==> src/rtl/uart_port_select.sv <==
// Selects one of NUM_PORTS physical UART pin pairs for the single SoC UART.
// Locks onto the first port with a filtered start bit and releases it after an idle timeout.
module uart_port_select #(
  parameter int NUM_PORTS     = 2,
  parameter int SYNC_STAGES   = 2,
  parameter int GLITCH_CYCLES = 4,
  parameter int IDLE_TIMEOUT  = 65536,
  parameter int MIRROR_TX     = 1,
  localparam int PW = (NUM_PORTS > 1) ? $clog2(NUM_PORTS) : 1
) (
  input  logic                 clk_sys,
  input  logic                 reset,
  input  logic [NUM_PORTS-1:0] rx_i,
  output logic [NUM_PORTS-1:0] tx_o,
  output logic                 soc_rx_o,
  input  logic                 soc_tx_i,
  output logic [PW-1:0]        active_port_o,
  output logic                 locked_o
);

  localparam int GW = $clog2(GLITCH_CYCLES + 1);
  localparam int IW = $clog2(IDLE_TIMEOUT);

  typedef enum logic {SCAN, LOCKED} state_t;

  logic [NUM_PORTS-1:0] sync_q [SYNC_STAGES];
  logic [NUM_PORTS-1:0] sync_d [SYNC_STAGES];
  logic [NUM_PORTS-1:0] rx_s;

  state_t               state_q, state_d;
  logic [PW-1:0]        cand_q, cand_d;
  logic [PW-1:0]        active_q, active_d;
  logic [GW-1:0]        glitch_cnt_q, glitch_cnt_d;
  logic [IW-1:0]        idle_cnt_q, idle_cnt_d;
  logic                 soc_rx_q, soc_rx_d;
  logic [NUM_PORTS-1:0] tx_q, tx_d;

  logic [PW-1:0]        cand;
  logic                 any_low;
  logic [GW-1:0]        glitch_eff;

  always_comb begin
    sync_d[0] = rx_i;
    for (int i = 1; i < SYNC_STAGES; i++) begin
      sync_d[i] = sync_q[i-1];
    end
  end

  assign rx_s    = sync_q[SYNC_STAGES-1];
  assign any_low = ~&rx_s;

  // Scan from the top so the lowest low port is the final assignment.
  always_comb begin
    cand = '0;
    for (int i = NUM_PORTS - 1; i >= 0; i--) begin
      if (!rx_s[i]) cand = PW'(i);
    end
  end

  always_comb begin
    state_d      = state_q;
    cand_d       = cand_q;
    active_d     = active_q;
    glitch_cnt_d = glitch_cnt_q;
    idle_cnt_d   = idle_cnt_q;
    glitch_eff   = '0;
    soc_rx_d     = 1'b1;
    tx_d         = '1;

    case (state_q)
      SCAN: begin
        soc_rx_d = &rx_s;
        if (!any_low) begin
          glitch_cnt_d = '0;
        end else begin
          cand_d = cand;
          // A new candidate starts its filter from zero rather than inheriting the count.
          glitch_eff = (cand == cand_q) ? glitch_cnt_q : '0;
          if (glitch_eff == GW'(GLITCH_CYCLES - 1)) begin
            state_d      = LOCKED;
            active_d     = cand;
            idle_cnt_d   = '0;
            glitch_cnt_d = '0;
          end else begin
            glitch_cnt_d = glitch_eff + GW'(1);
          end
        end
      end
      LOCKED: begin
        soc_rx_d = rx_s[active_q];
        if (!rx_s[active_q] || !soc_tx_i) begin
          idle_cnt_d = '0;
        end else if (idle_cnt_q == IW'(IDLE_TIMEOUT - 1)) begin
          state_d = SCAN;
        end else begin
          idle_cnt_d = idle_cnt_q + IW'(1);
        end
      end
      default: state_d = SCAN;
    endcase

    if (MIRROR_TX != 0) begin
      tx_d = {NUM_PORTS{soc_tx_i}};
    end else if (state_q == LOCKED) begin
      tx_d[active_q] = soc_tx_i;
    end
  end

  always_ff @(posedge clk_sys) begin
    if (reset) begin
      for (int i = 0; i < SYNC_STAGES; i++) begin
        sync_q[i] <= '1;
      end
      state_q      <= SCAN;
      cand_q       <= '0;
      active_q     <= '0;
      glitch_cnt_q <= '0;
      idle_cnt_q   <= '0;
      soc_rx_q     <= 1'b1;
      tx_q         <= '1;
    end else begin
      for (int i = 0; i < SYNC_STAGES; i++) begin
        sync_q[i] <= sync_d[i];
      end
      state_q      <= state_d;
      cand_q       <= cand_d;
      active_q     <= active_d;
      glitch_cnt_q <= glitch_cnt_d;
      idle_cnt_q   <= idle_cnt_d;
      soc_rx_q     <= soc_rx_d;
      tx_q         <= tx_d;
    end
  end

  assign tx_o          = tx_q;
  assign soc_rx_o      = soc_rx_q;
  assign active_port_o = active_q;
  assign locked_o      = (state_q == LOCKED);

endmodule
==> config.mk <==
export PLATFORM = sky130hd
export DESIGN_NAME = uart_port_select
export DESIGN_NICKNAME = d
export VERILOG_FILES = /design/src/rtl/uart_port_select.sv
export SDC_FILE = /design/constraint.sdc
export NUM_CORES = 1
export LEC_CHECK = 0
export ABC_AREA = 1
export CORE_UTILIZATION = 40
export DETAILED_ROUTE_END_ITERATION = 8
export PLACE_DENSITY_LB_ADDON = 0.1
export SLEW_MARGIN = 20
export SYNTH_ARGS = -nofsm -noshare
export SYNTH_HDL_FRONTEND = slang
export SYNTH_SLANG_ARGS = --single-unit
==> constraint.sdc <==
create_clock -name clk_sys -period 3.8 [get_ports clk_sys]
set_input_delay 0.38 -clock clk_sys [delete_from_list [all_inputs] [get_ports clk_sys]]
set_output_delay 0.38 -clock clk_sys [all_outputs]
set_load 0.1 [all_outputs]
==> impl_metrics.ini <==
[status]
status = finished clean

[route]
vias_per_cell = 5.10
via_count = 1469
avgRoutedWirePerCell_um = 12.8
wirelength_um = 3690
drcViolationCount = 0
drt-initial-drc-count = 93
ant_nets = 0
dr.pass1.iters = 4

[critical_path]
cp.required_ns = 3.42
startpoint_type = flop
crit_path_max_fanout = 13
crit_arrival_ns = 2.26
cp_num_cells = 1
crit_family = buffers and inverters
end_kind = output port
slowest_delay_ns = 1.25
ff2ff_setup_slack_ns = 1.81
worstSetupPathType = flop to output port
crit_path_top_delay_cell = clkdlybuf4s50_1
cp_cell_sequence = clkdlybuf4s50_1
reg2reg_depth = 6
crit_buf_inv = 1

[clocking]
clock_path_buffers = 2
clkLatencyLatePin_ns = 0.28
h-tree-depth = 1
post-cts-setup-buffers = 0
cts_tree = built
clk_pin_slew_worst_paths_ns = 0.10
cts_resized = 0
cts_root_buf = clkbuf_8
cts_hold_buf = 0
cts_buffers = 3
clkSinkCount = 28

[run]
drv_cap = 0

[sta]
tns_ns = 0
hold_violations = 0
relSlewSlack_pct = 35.1
period_needed_ns = 2.64
post-route-period-util_pct = 69.4
setup_ws_ns = 1.16
worstMarginPinSlew_ns = 0.971
drv_slew = 0
fmax_mhz = 379
rsz0062_at_grt = false
finalSetupViolations = 0
finalClockSkew_ns = 0.00909

[synth]
synthFlopType = dfxtp_1
synthCells = 232
synth-edff-count = 0
yosysSeqAreaShare_pct = 35.5
synthesis.nets = 239
synthArstFlopShare_pct = 0
ys.warnings.count = 0
synth-seq-cells = 28
syn_area_mm2 = 0.00158
synth_top_area_share_pct = 35.5
synth_area_leaders = dfxtp_1, nand2_1, nand3_1, inv_1, nor2_1
yosysUniqueCellTypes = 31
synth_area_leader_cell = dfxtp_1
syn_avg_cell_area_um2 = 6.81

[placement]
post-place-ws_ns = 1.47
finalWeightedCongestion = 0.817
detailed_place_hpwl_um = 2610
placed_cells = 284
portBuffers = 9

[finish]
nets = 248
drive_gt1_share_pct = 11.3
diodes = 0
final_common_cell = nand2_1
instances_no_fill = 288
fin_util_pct = 46.9
area_growth_pct = 10.5
mostFrequentLayoutCells = nand2_1, nand3_1, dfxtp_1

[global_routing]
grt_overflow_total = 0
grt_pass1_wl_um = 6120
antenna_found_initial = 0
grt_max_degree = 23
track_usage_pct = 18.9
grt_pass1_vias = 1305

[pwr]
leakagePower_uw = 0.000685
clkPwrFrac_pct = 35.6
seqPwrFrac_pct = 56.8
power.total_uw = 528
switching_share_pct = 23.8
peakVddDrop_mv = 0.197
p_sw_uw = 126
p_per_area_mw_per_mm2 = 303
intPower_uw = 402
combPwrFrac_pct = 7.7

[die]
coreArea_mm2 = 0.00372
fp.dieH_um = 64.8
start_util_pct = 42.5
die_area_mm2 = 0.00420
io-pin-count = 10
die_width_um = 64.8
fp-row-count = 22

[hold_path]
hold_path_class = flop to flop
min_delay_path_depth = 1
==> per-stage QoR <==
stage | hold WS [ns] | cell area [um^2]
2_1_floorplan | 0.389 | 1580
3_3_place_gp | 0.391 | 1690
3_5_place_dp | 0.402 | 1690
4_1_cts | 0.427 | 1740
5_1_grt | 0.446 | 1740
6_report | 0.422 | 1740
==> cell usage after synthesis, drive strengths merged, types with 2 or more instances <==
cell / n
nand3b: 2
nand3: 32
nand4: 11
dfxtp: 28
a21oi: 17
o21ai: 2
buf: 5
ha: 2
nor2: 30
o21bai: 2
or2: 6
nand2: 61
inv: 27
==> final cells by class <==
type / count / area, um^2
Multi-Input combinational cell: 170 / 866
Inverter: 28 / 105
Fill cell: 400 / 1970
Sequential cell: 28 / 561
Clock buffer: 4 / 55.1
Timing Repair Buffer: 10 / 97.6
Tap cell: 48 / 60.1
==> kinds of logic after synthesis <==
group,after synthesis,share of synthesized area [%]
compound gates,22,8.24
buf+inv,34,9.67
fa+ha+maj,2,1.58
xor+xnor,1,0.555
flops,28,35.5
simple gates,145,44.5
==> final timing paths <==
path	from	to
worst max-delay path	locked_o	locked_o
worst min-delay path	sync_q[0][1]	sync_q[0][3]
worst max register to register	locked_o	idle_cnt_q[13]
worst min register to register	sync_q[0][1]	sync_q[0][3]
==> power groups by stage <==
stage / clock network [uW] / registers [uW] / logic (uW)
2_1_floorplan: 0 / 315 / 20.1
3_3_place_gp: 0 / 307 / 40.8
3_5_place_dp: 0 / 307 / 40.8
4_1_cts: 199 / 300 / 41.1
5_1_grt: 207 / 300 / 43.5
6_report: 188 / 300 / 40.5
==> registers in the layout, summed over array words and instances (netlist names) <==
name / count
idle_cnt_q: 16
cand_q: 1
soc_rx_o: 1
sync_q: 4
locked_o: 1
glitch_cnt_q: 3
tx_o: 1
active_port_o: 1
==> worst reg2reg max path, delay by kind of cell (launching register included) <==
kind | cells | cell delay (ns)
simple gates | 5 | 0.88
flops | 1 | 0.73
buf+inv | 1 | 0.30
==> layer usage <==
layer	up-vias	GRT usage (%)	wire length, um
li1	767	-	-
met1	670	25.0	1830
met2	30	31.0	1640
met3	2	3.87	194
met4	0	5.00	27
met5	-	0	0
No activity file was read; power rests on OpenSTA's default activity.
